===== src/rtl/cpu_ctrl_unit.sv =====
// -----------------------------------------------------------------------------
// cpu_ctrl_unit
// Multi-cycle control sequencer for a small accumulator CPU. Each instruction
// walks FETCH -> DECODE -> EXEC (-> WRITE_BACK when WB_EN=1) and the unit
// produces the program-counter address, the decoded instruction fields and
// the accumulator / register-file write enables.
//
// Ports
//   clk        : single clock, all state updates on the rising edge
//   rstn       : asynchronous active-low reset
//   instr      : program-memory word {opcode[2:0], operand[REG_ADDR_W-1:0]}
//   stall      : hold request, freezes sequencing while high
//   acc_zero   : accumulator-equals-zero flag, used by JZ
//   pc_addr    : registered program counter
//   op_code    : opcode field of the instruction register
//   addr       : operand field of the instruction register
//   acc_ce     : accumulator write enable (LOAD/ADD/SUB write phase)
//   ce         : one-hot register-file write enables (STORE write phase)
//   halted     : high while in HALTED
//   curr_state : FETCH=000 DECODE=001 EXEC=010 WRITE_BACK=011 HALTED=100
// -----------------------------------------------------------------------------
module cpu_ctrl_unit #(
    parameter int  PC_W       = 5,
    parameter int  REG_ADDR_W = 2,
    parameter int  WB_EN      = 1,
    localparam int NUM_REGS   = 2 ** REG_ADDR_W,
    localparam int IW         = 3 + REG_ADDR_W
) (
    input  logic                  clk,
    input  logic                  rstn,
    input  logic [IW-1:0]         instr,
    input  logic                  stall,
    input  logic                  acc_zero,
    output logic [PC_W-1:0]       pc_addr,
    output logic [2:0]            op_code,
    output logic [REG_ADDR_W-1:0] addr,
    output logic                  acc_ce,
    output logic [NUM_REGS-1:0]   ce,
    output logic                  halted,
    output logic [2:0]            curr_state
);

    localparam logic [2:0] ST_FETCH  = 3'b000;
    localparam logic [2:0] ST_DECODE = 3'b001;
    localparam logic [2:0] ST_EXEC   = 3'b010;
    localparam logic [2:0] ST_WB     = 3'b011;
    localparam logic [2:0] ST_HALTED = 3'b100;

    localparam logic [2:0] OP_LOAD  = 3'b001;
    localparam logic [2:0] OP_STORE = 3'b010;
    localparam logic [2:0] OP_ADD   = 3'b011;
    localparam logic [2:0] OP_SUB   = 3'b100;
    localparam logic [2:0] OP_JMP   = 3'b101;
    localparam logic [2:0] OP_JZ    = 3'b110;
    localparam logic [2:0] OP_HALT  = 3'b111;

    logic [2:0]            r_state;
    logic [2:0]            w_next_state;
    logic [PC_W-1:0]       r_pc;
    logic [IW-1:0]         r_ir;
    logic [2:0]            w_op;
    logic [REG_ADDR_W-1:0] w_opnd;
    logic                  w_wphase;
    logic                  w_pc_upd;
    logic                  w_take;
    logic [PC_W-1:0]       w_offset;

    assign w_op   = r_ir[IW-1 -: 3];
    assign w_opnd = r_ir[REG_ADDR_W-1:0];

    // The write phase is the last phase of a normal instruction.
    assign w_wphase = (WB_EN != 0) ? (r_state == ST_WB) : (r_state == ST_EXEC);

    // HALT never reaches a PC update, even when its EXEC is the write phase.
    assign w_pc_upd = w_wphase && !stall && (w_op != OP_HALT);
    assign w_take   = (w_op == OP_JMP) || ((w_op == OP_JZ) && acc_zero);
    assign w_offset = w_take ? PC_W'(w_opnd) : {PC_W{1'b0}};

    assign pc_addr    = r_pc;
    assign op_code    = w_op;
    assign addr       = w_opnd;
    assign curr_state = r_state;

    // State register.
    always_ff @(posedge clk or negedge rstn) begin
        if (!rstn) begin
            r_state <= ST_FETCH;
        end else begin
            r_state <= w_next_state;
        end
    end

    // Program counter and instruction register; both hold while stalled.
    always_ff @(posedge clk or negedge rstn) begin
        if (!rstn) begin
            r_pc <= {PC_W{1'b0}};
            r_ir <= {IW{1'b0}};
        end else begin
            if ((r_state == ST_FETCH) && !stall) begin
                r_ir <= instr;
            end
            if (w_pc_upd) begin
                // Natural PC_W-bit overflow gives the modulo wrap.
                r_pc <= r_pc + PC_W'(1'b1) + w_offset;
            end
        end
    end

    // Next-state logic; HALTED ignores stall, illegal codes recover to FETCH.
    always_comb begin
        w_next_state = ST_FETCH;
        case (r_state)
            ST_FETCH: begin
                if (stall) w_next_state = ST_FETCH;
                else       w_next_state = ST_DECODE;
            end
            ST_DECODE: begin
                if (stall) w_next_state = ST_DECODE;
                else       w_next_state = ST_EXEC;
            end
            ST_EXEC: begin
                if (stall)                 w_next_state = ST_EXEC;
                else if (w_op == OP_HALT)  w_next_state = ST_HALTED;
                else if (WB_EN != 0)       w_next_state = ST_WB;
                else                       w_next_state = ST_FETCH;
            end
            ST_WB: begin
                if (stall) w_next_state = ST_WB;
                else       w_next_state = ST_FETCH;
            end
            ST_HALTED: w_next_state = ST_HALTED;
            default:   w_next_state = ST_FETCH;
        endcase
    end

    // Output decode: enables only in an unstalled write phase, so a stalled
    // write phase fires exactly once, in its first unstalled cycle.
    always_comb begin
        acc_ce = 1'b0;
        ce     = {NUM_REGS{1'b0}};
        halted = (r_state == ST_HALTED);
        if (w_wphase && !stall) begin
            case (w_op)
                OP_LOAD, OP_ADD, OP_SUB: acc_ce = 1'b1;
                OP_STORE: ce = {{(NUM_REGS-1){1'b0}}, 1'b1} << w_opnd;
                default: begin
                    acc_ce = 1'b0;
                    ce     = {NUM_REGS{1'b0}};
                end
            endcase
        end else begin
            acc_ce = 1'b0;
            ce     = {NUM_REGS{1'b0}};
        end
    end

endmodule


===== config.mk =====
export PLATFORM = sky130hd
export DESIGN_NAME = cpu_ctrl_unit
export DESIGN_NICKNAME = d
export VERILOG_FILES = /design/src/rtl/cpu_ctrl_unit.sv
export SDC_FILE = /design/constraint.sdc
export NUM_CORES = 1
export LEC_CHECK = 0
export ABC_AREA = 1
export BUFFER_PORTS_ARGS = -buffer_cell sky130_fd_sc_hd__buf_4
export CAP_MARGIN = 20
export CELL_PAD_IN_SITES_DETAIL_PLACEMENT = 0
export CELL_PAD_IN_SITES_GLOBAL_PLACEMENT = 1
export CORE_MARGIN = 1.5
export CORE_UTILIZATION = 30
export DETAILED_ROUTE_END_ITERATION = 8
export PLACE_DENSITY_LB_ADDON = 0.1
export SLEW_MARGIN = 15
export SYNTH_ARGS = -nofsm -noshare
export SYNTH_HDL_FRONTEND = slang
export SYNTH_SLANG_ARGS = --single-unit

===== constraint.sdc =====
create_clock -name clk -period 3.3 [get_ports clk]
set_clock_uncertainty 0.1 [all_clocks]
set_input_delay 0.33 -clock clk [delete_from_list [all_inputs] [get_ports clk]]
set_output_delay 0.33 -clock clk [all_outputs]
set_load 0.005 [all_outputs]

==> run_summary.xml, run 1 <==
<?xml version="1.0" encoding="UTF-8"?>
<metrics>
  <group name="status">
    <metric name="status" unit="">finished clean</metric>
  </group>
  <group name="route">
    <metric name="drtPass1Iterations" unit="">4</metric>
    <metric name="avgViaCountPerCell" unit="">4.52</metric>
    <metric name="final_antenna_net_count" unit="">0</metric>
    <metric name="drt_iter0_markers" unit="">12</metric>
    <metric name="via_count" unit="">737</metric>
    <metric name="postRouteWirelength" unit="mm">1.79</metric>
    <metric name="drt-wirelength-per-cell" unit="µm">11.0</metric>
    <metric name="drcViolationCount" unit="">0</metric>
  </group>
  <group name="layout">
    <metric name="number_of_fillers_in_the_final_layout" unit="">267</metric>
    <metric name="antennaDiodeCount" unit="">0</metric>
    <metric name="drive_gt1_frac" unit="">0.286</metric>
    <metric name="layout_common_cells" unit="">sky130_fd_sc_hd__buf_4 (27), sky130_fd_sc_hd__nand2_1 (25), sky130_fd_sc_hd__inv_1 (15)</metric>
    <metric name="layout.cells.most_common" unit="">sky130_fd_sc_hd__buf_4</metric>
    <metric name="post-route-util" unit="">0.427</metric>
    <metric name="flow.area_growth_from_synthesis" unit="%">33.5</metric>
    <metric name="final_net_count" unit="">146</metric>
  </group>
  <group name="yosys">
    <metric name="netlist_top_cells_area" unit="">sky130_fd_sc_hd__dfrtp_1 (41%), sky130_fd_sc_hd__nand2_1 (12%), sky130_fd_sc_hd__inv_1 (7.1%)</metric>
    <metric name="netlist-cell-type-count" unit="">22</metric>
    <metric name="avgSynthCellArea" unit="µm²">7.76</metric>
    <metric name="synth_simple_gate_area_share" unit="">0.333</metric>
    <metric name="compound_gate_fraction_of_synth_area" unit="">0.0932</metric>
    <metric name="netlist_instances" unit="">102</metric>
    <metric name="yosys.area_share.adder" unit="">0.0569</metric>
    <metric name="seq_area_frac_synth" unit="">0.411</metric>
    <metric name="ys.warnings.count" unit="">0</metric>
    <metric name="synthMuxAreaShare" unit="">0</metric>
    <metric name="synth_top_family_by_area" unit="">simple AND/OR/NAND/NOR gates</metric>
    <metric name="cell_accounting_for_the_most_synthesized_area" unit="">sky130_fd_sc_hd__dfrtp_1</metric>
    <metric name="synth-xor-area-share" unit="">0.0111</metric>
    <metric name="netlist.area_leader.share" unit="">0.411</metric>
    <metric name="yosys_register_bits" unit="">13</metric>
    <metric name="syn-num-nets" unit="">114</metric>
    <metric name="synth_area" unit="µm²">792</metric>
  </group>
  <group name="die">
    <metric name="start_util" unit="">0.320</metric>
    <metric name="height_of_the_die" unit="µm">54.4</metric>
    <metric name="area_of_the_die" unit="µm²">2960</metric>
    <metric name="die_width" unit="µm">54.4</metric>
    <metric name="area_of_the_placeable_core" unit="µm²">2480</metric>
    <metric name="io_pins" unit="">28</metric>
    <metric name="row_count" unit="">18</metric>
  </group>
  <group name="pwr">
    <metric name="pwr-share-comb" unit="">0.492</metric>
    <metric name="internal_power" unit="µW">466</metric>
    <metric name="clkPwrFrac" unit="">0.125</metric>
    <metric name="sw_frac_of_total" unit="">0.432</metric>
    <metric name="worst_ir_drop_vdd" unit="V">0.000433</metric>
    <metric name="power_density" unit="nW/µm²">776</metric>
    <metric name="pwr-share-seq" unit="">0.382</metric>
    <metric name="net-switching-power" unit="µW">355</metric>
    <metric name="leakage" unit="µW">0.000554</metric>
    <metric name="totalPowerFinal" unit="µW">821</metric>
  </group>
  <group name="global_route">
    <metric name="maximum_number_of_pins_on_one_net_before_global_route_repair" unit="">14</metric>
    <metric name="groute.usage.overall" unit="">0.139</metric>
    <metric name="grt_overflow_total" unit="">0</metric>
    <metric name="grt_pass1_vias" unit="">594</metric>
    <metric name="first_pass_grt_wire_length" unit="mm">2.85</metric>
    <metric name="antenna_violations_before_repair" unit="">0</metric>
  </group>
  <group name="timing">
    <metric name="timing.final.max_slew_violations" unit="">0</metric>
    <metric name="max-slew-margin-rel" unit="">0.718</metric>
    <metric name="timing.fmax" unit="MHz">498</metric>
    <metric name="worst_slew_pin_tran" unit="ns">0.422</metric>
    <metric name="layout_worst_path_cycle_share" unit="">0.608</metric>
    <metric name="setup_tns" unit="ns">0</metric>
    <metric name="hold_viol" unit="">0</metric>
    <metric name="finalCriticalPeriod" unit="ns">2.01</metric>
    <metric name="finalSetupViolations" unit="">0</metric>
    <metric name="rsz0062_at_grt" unit="">false</metric>
  </group>
  <group name="cts">
    <metric name="clk_pin_slew" unit="ns">0.09</metric>
    <metric name="clock_insertion_delay_worst_skew" unit="ns">0.28</metric>
    <metric name="clock-sinks" unit="">13</metric>
    <metric name="post-cts-setup-buffer-count" unit="">0</metric>
    <metric name="tritoncts.num_buffers" unit="">3</metric>
    <metric name="cts-root-to-sink-buffers" unit="">2</metric>
    <metric name="cts_root_buf" unit="">sky130_fd_sc_hd__clkbuf_4</metric>
    <metric name="tritoncts" unit="">yes</metric>
    <metric name="clock_tree.htree_level_count" unit="">1</metric>
  </group>
  <group name="run">
    <metric name="drv_cap" unit="">0</metric>
  </group>
  <group name="placed_design">
    <metric name="gpl.final_weighted_congestion" unit="">0.822</metric>
    <metric name="dp_hpwl" unit="mm">1.41</metric>
    <metric name="port_buffers" unit="">27</metric>
  </group>
  <group name="critical_path">
    <metric name="cp-end-kind" unit="">flop</metric>
    <metric name="startpoint_type" unit="">flop</metric>
    <metric name="required" unit="ns">3.38</metric>
    <metric name="crit_path_max_fanout" unit="">7</metric>
    <metric name="timing.setup.critical_path_class" unit="">flop to flop</metric>
    <metric name="worst_ep_arrival_time" unit="ns">2.09</metric>
  </group>
  <group name="min_path">
    <metric name="min_path_type" unit="">input port to flop</metric>
  </group>
</metrics>
[flip-flops by register name (all words and copies together), names as in the netlist]
register	flops
pc_addr	5
curr_state	3
r_ir	5
[metrics by stage]
step | instances | hold slack, ns | cell area (µm²) | worst slack, ns
finish | 163 | 0.164 | 1060 | 1.29
floorplan | 102 | -0.0656 | 792 | 1.44
global route | 163 | 0.152 | 1060 | 1.08
global placement | 158 | 0.0944 | 1020 | 1.33
CTS | 163 | 0.153 | 1060 | 1.27
detailed placement | 158 | 0.0937 | 1020 | 1.30
[worst paths after layout]
path                             from         end  slack (ns)  depth (start not counted)
min in group asynchronous        rstn  pc_addr[3]        0.33                          2
min                          instr[4]     r_ir[4]        0.16                          2
min reg2reg                pc_addr[0]  pc_addr[0]        0.42                          2
max in group asynchronous        rstn     r_ir[2]        2.59                          2
max                           r_ir[3]  pc_addr[4]        1.29                         11
max reg2reg                   r_ir[3]  pc_addr[4]        1.29                         11
[kinds of logic (layout without fill, tap and decap cells)]
family,after synthesis,in the layout
compound gates,12,12
flops,13,13
xor+xnor,1,1
fa+ha+maj,3,3
buf+inv,18,49
simple gates,55,55
[worst max-delay path, stage by stage, from the launching register on]
cell	delay (ns)
sky130_fd_sc_hd__dfrtp_1	0.51
sky130_fd_sc_hd__nor2_1	0.10
sky130_fd_sc_hd__nor2_2	0.13
sky130_fd_sc_hd__nand3_1	0.10
sky130_fd_sc_hd__ha_1	0.21
sky130_fd_sc_hd__fa_1	0.40
sky130_fd_sc_hd__inv_1	0.09
sky130_fd_sc_hd__nand3_1	0.06
sky130_fd_sc_hd__nand2_1	0.06
sky130_fd_sc_hd__nand2_1	0.05
sky130_fd_sc_hd__nand2_1	0.05
sky130_fd_sc_hd__nand2_1	0.04
[cells in the mapped netlist]
| cell | n |
|---|---|
| sky130_fd_sc_hd__buf_6 | 1 |
| sky130_fd_sc_hd__dfrtp_1 | 13 |
| sky130_fd_sc_hd__fa_1 | 1 |
| sky130_fd_sc_hd__ha_1 | 2 |
| sky130_fd_sc_hd__inv_1 | 15 |
| sky130_fd_sc_hd__inv_2 | 2 |
| sky130_fd_sc_hd__nand2_1 | 25 |
| sky130_fd_sc_hd__nand2_4 | 1 |
| sky130_fd_sc_hd__nand3_1 | 10 |
| sky130_fd_sc_hd__nand3_4 | 1 |
| sky130_fd_sc_hd__nand3b_1 | 1 |
| sky130_fd_sc_hd__nand4_1 | 2 |
| sky130_fd_sc_hd__nor2_1 | 10 |
| sky130_fd_sc_hd__nor2_2 | 2 |
| sky130_fd_sc_hd__nor2_4 | 1 |
| sky130_fd_sc_hd__nor3_1 | 2 |
| sky130_fd_sc_hd__o21a_1 | 3 |
| sky130_fd_sc_hd__o21ai_0 | 2 |
| sky130_fd_sc_hd__o21ai_1 | 5 |
| sky130_fd_sc_hd__o21ai_2 | 1 |
| sky130_fd_sc_hd__o31ai_1 | 1 |
| sky130_fd_sc_hd__xor2_1 | 1 |
[metal layers]
metal  part of all wire  vias up  global-route usage
li1                   -      390                   -
met1               0.48      314               0.195
met2               0.45       29               0.193
met3              0.061        4              0.0355
met4              0.016        0              0.0750
met5                  0        -                   0
[power groups by stage]
| stage | clock, µW | sequential (µW) | combinational (µW) |
|---|---|---|---|
| 3_5_place_dp | 0 | 317 | 413 |
| 4_1_cts | 108 | 315 | 414 |
| 5_1_grt | 118 | 331 | 470 |
| 6_report | 103 | 314 | 404 |
| 2_1_floorplan | 0 | 308 | 257 |
| 3_3_place_gp | 0 | 316 | 415 |
[final cells by class]
type / count / area, µm² / share of cell area
clock buffer: 4 / 26.3 / 0.0249
inverter: 17 / 63.8 / 0.0604
multi-input combinational: 71 / 392 / 0.370
sequential: 13 / 325 / 0.308
tap: 30 / 37.5 / 0.0355
timing repair buffer: 28 / 213 / 0.201
[timing repair]
item / 4_1_cts / 5_1_grt
hold endpoints to repair: 13 / 0
resized for setup: 0 / 0
hold buffers: 1 / 0
No activity file was read; power rests on OpenSTA's default activity.
==> run 2: changes to the inputs <==
--- a/config.mk
+++ b/config.mk
@@ -5,7 +5,7 @@
 export SDC_FILE = /design/constraint.sdc
 export NUM_CORES = 1
 export LEC_CHECK = 0
-export ABC_AREA = 1
+export ABC_AREA = 0
 export BUFFER_PORTS_ARGS = -buffer_cell sky130_fd_sc_hd__buf_4
 export CAP_MARGIN = 20
 export CELL_PAD_IN_SITES_DETAIL_PLACEMENT = 0
==> constraint.sdc (replaced) <==
create_clock -name clk -period 1.78 [get_ports clk]
set_clock_uncertainty 0.1 [all_clocks]
set_input_delay 0.178 -clock clk [delete_from_list [all_inputs] [get_ports clk]]
set_output_delay 0.178 -clock clk [all_outputs]
set_load 0.005 [all_outputs]
==> run_summary.xml, run 2 <==
<?xml version="1.0" encoding="UTF-8"?>
<metrics>
  <group name="die">
    <metric name="die_width" unit="µm">53.1</metric>
    <metric name="area_of_the_die" unit="µm²">2820</metric>
    <metric name="height_of_the_die" unit="µm">53.1</metric>
    <metric name="area_of_the_placeable_core" unit="µm²">2300</metric>
    <metric name="row_count" unit="">17</metric>
    <metric name="start_util" unit="">0.328</metric>
    <metric name="io_pins" unit="">28</metric>
  </group>
  <group name="yosys">
    <metric name="cell_accounting_for_the_most_synthesized_area" unit="">sky130_fd_sc_hd__dfrtp_1</metric>
    <metric name="netlist.area_leader.share" unit="">0.432</metric>
    <metric name="synth_enable_flop_cells" unit="">0</metric>
    <metric name="synth-xor-area-share" unit="">0.0349</metric>
    <metric name="postSynth.topFlopCell" unit="">sky130_fd_sc_hd__dfrtp_1</metric>
    <metric name="compound_gate_fraction_of_synth_area" unit="">0.116</metric>
    <metric name="seq_area_frac_synth" unit="">0.432</metric>
    <metric name="synth_simple_gate_area_share" unit="">0.257</metric>
    <metric name="avgSynthCellArea" unit="µm²">10.3</metric>
    <metric name="netlist_top_cells_area" unit="">sky130_fd_sc_hd__dfrtp_1 (43%), sky130_fd_sc_hd__o21ai_0 (4.7%), sky130_fd_sc_hd__mux2_2 (4.5%)</metric>
    <metric name="netlist-cell-type-count" unit="">31</metric>
    <metric name="syn-num-nets" unit="">85</metric>
    <metric name="synthMuxAreaShare" unit="">0.0581</metric>
    <metric name="ys.warnings.count" unit="">0</metric>
    <metric name="synth_area" unit="µm²">753</metric>
    <metric name="yosys_register_bits" unit="">13</metric>
    <metric name="synth_most_common_cell" unit="">sky130_fd_sc_hd__dfrtp_1</metric>
    <metric name="synth_top_family_by_area" unit="">simple AND/OR/NAND/NOR gates</metric>
    <metric name="synth.cells.most_frequent" unit="">sky130_fd_sc_hd__dfrtp_1 (13), sky130_fd_sc_hd__o21ai_0 (7), sky130_fd_sc_hd__inv_1 (6), sky130_fd_sc_hd__nand2_1 (6), sky130_fd_sc_hd__nor3_1 (5)</metric>
    <metric name="netlist_instances" unit="">73</metric>
    <metric name="yosys.area_share.adder" unit="">0.0598</metric>
    <metric name="ys_async_sr_fraction" unit="">1.00</metric>
  </group>
  <group name="timing">
    <metric name="timing.final.max_slew_violations" unit="">0</metric>
    <metric name="max-slew-margin-rel" unit="">0.712</metric>
    <metric name="finalSetupViolations" unit="">8</metric>
    <metric name="finalCriticalPeriod" unit="ns">1.96</metric>
    <metric name="worst_slew_pin_tran" unit="ns">0.432</metric>
    <metric name="layout_worst_path_cycle_share" unit="">1.10</metric>
    <metric name="hold_viol" unit="">0</metric>
    <metric name="final_critical_path_setup_slack" unit="ns">-0.185</metric>
    <metric name="rsz0062_at_grt" unit="">true</metric>
    <metric name="timing.fmax" unit="MHz">509</metric>
  </group>
  <group name="layout">
    <metric name="antennaDiodeCount" unit="">0</metric>
    <metric name="layout_common_cells" unit="">sky130_fd_sc_hd__buf_4 (37), sky130_fd_sc_hd__dfrtp_1 (12), sky130_fd_sc_hd__nand2_1 (6), sky130_fd_sc_hd__inv_1 (6), sky130_fd_sc_hd__o21ai_0 (6)</metric>
    <metric name="number_of_fillers_in_the_final_layout" unit="">233</metric>
    <metric name="flow.area_growth_from_synthesis" unit="%">61.3</metric>
    <metric name="post-route-util" unit="">0.529</metric>
    <metric name="final_net_count" unit="">129</metric>
    <metric name="drive_gt1_frac" unit="">0.560</metric>
    <metric name="fin_area" unit="µm²">1210</metric>
    <metric name="layout.cells.most_common" unit="">sky130_fd_sc_hd__buf_4</metric>
  </group>
  <group name="route">
    <metric name="drcViolationCount" unit="">0</metric>
    <metric name="routed-wl-met3" unit="µm">106</metric>
    <metric name="route.top_layer_used" unit="">met4</metric>
    <metric name="drt-wirelength-per-cell" unit="µm">12.6</metric>
    <metric name="drt_iter0_markers" unit="">10</metric>
    <metric name="final_antenna_net_count" unit="">0</metric>
    <metric name="postRouteWirelength" unit="mm">1.82</metric>
    <metric name="drtPass1Iterations" unit="">4</metric>
    <metric name="route.layer.met1.wl" unit="µm">785</metric>
    <metric name="dr_wl_met2" unit="µm">915</metric>
    <metric name="avgViaCountPerCell" unit="">4.83</metric>
    <metric name="via_count" unit="">695</metric>
  </group>
  <group name="pwr">
    <metric name="power_density" unit="nW/µm²">1460</metric>
    <metric name="totalPowerFinal" unit="µW">1770</metric>
    <metric name="leakage" unit="µW">0.000543</metric>
    <metric name="worst_ir_drop_vdd" unit="V">0.000725</metric>
  </group>
  <group name="global_route">
    <metric name="maximum_number_of_pins_on_one_net_before_global_route_repair" unit="">14</metric>
    <metric name="antenna_violations_before_repair" unit="">0</metric>
    <metric name="grt_pass1_vias" unit="">640</metric>
    <metric name="groute.usage.overall" unit="">0.141</metric>
    <metric name="first_pass_grt_wire_length" unit="mm">2.81</metric>
    <metric name="grt_overflow_total" unit="">0</metric>
  </group>
  <group name="cts">
    <metric name="tritoncts.num_buffers" unit="">3</metric>
    <metric name="clock-sinks" unit="">13</metric>
    <metric name="cts-root-to-sink-buffers" unit="">2</metric>
    <metric name="clk_pin_slew" unit="ns">0.08</metric>
    <metric name="tritoncts" unit="">yes</metric>
    <metric name="clock_tree.htree_level_count" unit="">1</metric>
    <metric name="clock_insertion_delay_worst_skew" unit="ns">0.28</metric>
    <metric name="cts_root_buf" unit="">sky130_fd_sc_hd__clkbuf_4</metric>
  </group>
  <group name="critical_path">
    <metric name="critical_path.top_delay_family" unit="">simple AND/OR/NAND/NOR gates</metric>
    <metric name="cp_slowest_stage_delay" unit="ns">0.55</metric>
    <metric name="crit_path_max_fanout" unit="">4</metric>
    <metric name="startpoint_type" unit="">flop</metric>
    <metric name="timing.setup.critical_path_class" unit="">flop to output port</metric>
    <metric name="ff2ff_path_depth" unit="">8</metric>
    <metric name="crit_slowest_cell" unit="">sky130_fd_sc_hd__or4b_4</metric>
    <metric name="worst_setup_path_startpoint" unit="">curr_state[2]</metric>
    <metric name="worst_r2r_start" unit="">r_ir[2]</metric>
    <metric name="r2r-end" unit="">pc_addr[3]</metric>
    <metric name="crit_chain" unit="">nand4bb_4 -&gt; or4b_4 -&gt; nor3_2 -&gt; buf_4</metric>
    <metric name="cp-end-kind" unit="">output port</metric>
    <metric name="required" unit="ns">1.50</metric>
    <metric name="worst_ep_arrival_time" unit="ns">1.69</metric>
    <metric name="r2r_setup_slack" unit="ns">-0.09</metric>
    <metric name="cp.buffers_inverters" unit="">1</metric>
  </group>
  <group name="status">
    <metric name="failed_checks" unit="">negative setup slack</metric>
    <metric name="status" unit="">finished with violations</metric>
  </group>
  <group name="placed_design">
    <metric name="gpl.final_weighted_congestion" unit="">0.750</metric>
    <metric name="dp_hpwl" unit="mm">1.30</metric>
    <metric name="port_buffers" unit="">27</metric>
    <metric name="postPlaceCellArea" unit="µm²">1070</metric>
  </group>
  <group name="min_path">
    <metric name="min_path_type" unit="">input port to flop</metric>
    <metric name="worst_hold_path.num_cells" unit="">3</metric>
    <metric name="hold-path-endpoint" unit="">r_ir[0]</metric>
    <metric name="holdCritStartpoint" unit="">instr[0]</metric>
  </group>
  <group name="run">
    <metric name="drv_cap" unit="">0</metric>
  </group>
</metrics>
## run 2: changes by cell type after synthesis, moves of 3 or more
cell / previous run / this run
sky130_fd_sc_hd__a21oi_1: 0 / 3
sky130_fd_sc_hd__mux2_2: 0 / 3
sky130_fd_sc_hd__nor3_1: 2 / 5
sky130_fd_sc_hd__o21ai_0: 2 / 7
sky130_fd_sc_hd__nand2_1: 25 / 6
sky130_fd_sc_hd__nor2_1: 10 / 3
sky130_fd_sc_hd__nand3_1: 10 / 1
sky130_fd_sc_hd__o21ai_1: 5 / 0
sky130_fd_sc_hd__inv_1: 15 / 6
sky130_fd_sc_hd__nand2b_1: 0 / 3
sky130_fd_sc_hd__o21a_1: 3 / 0
## run 2: tightest hold or removal path, delay by kind of cell
family	cells	cell delay, ns
buffers and inverters	1	0.07
AND/OR/NAND/NOR	1	0.03
AO/OA/AOI/OAI	1	0.06
## run 2: cells by family after synthesis
logic type	after synthesis
DFF	13
AOI/OAI and AO/OA	14
muxes	4
adders and majority gates	3
and+or+nand+nor	28
xor gates and xnor gates	3
buffers and inverters	8
## run 2: cell type report
class / instances / area (µm²) / area share
flip-flops and latches: 13 / 327 / 0.269
well taps: 28 / 35.0 / 0.0288
inverters: 6 / 22.5 / 0.0185
multi-input cells: 52 / 484 / 0.399
clock buffers: 4 / 26.3 / 0.0216
repair buffers: 41 / 320 / 0.264
## run 2: worst max-delay path by stage
stage	end	cells past startpoint	slack, ns
finish	ce[2]	4	-0.18
floorplan	pc_addr[2]	7	-0.05
global placement	pc_addr[2]	7	-0.05
CTS	ce[2]	4	-0.20
global route	ce[2]	4	-0.26
detailed placement	pc_addr[4]	7	-0.09
## run 2: per-layer routing
layer / vias up / GRT usage
li1: 342 / -
met4: 0 / 0.0385
met1: 331 / 0.175
met2: 20 / 0.225
met3: 2 / 0.0593
met5: - / 0
## run 2: power breakdown
| part | internal (µW) | leakage (µW) | switching [µW] |
|---|---|---|---|
| Clock | 86.9 | 0.0000150 | 101 |
| Combinational | 569 | 0.000369 | 477 |
| Sequential | 421 | 0.000159 | 112 |
| Total | 1080 | 0.000543 | 690 |
## run 2: stage by stage
stage	TNS, ns	hold WS, ns	instances	setup slack [ns]
floorplan	-0.116	-0.218	73	-0.0533
global placement	-0.103	-0.0567	135	-0.0533
detailed placement	-0.215	-0.0560	135	-0.0887
CTS	-0.941	0.00165	140	-0.195
global route	-1.58	0.0119	144	-0.259
finish	-0.832	0.00377	144	-0.185
## run 2: timing repair
item | 4_1_cts | 5_1_grt
pin swaps | 3 | 5
hold endpoints to repair | 13 | 1
cloned | 0 | 0
gates resized for setup | 6 | 6
setup buffers | 0 | 3
endpoints found under the setup margin | 8 | 8
hold buffers | 1 | 1
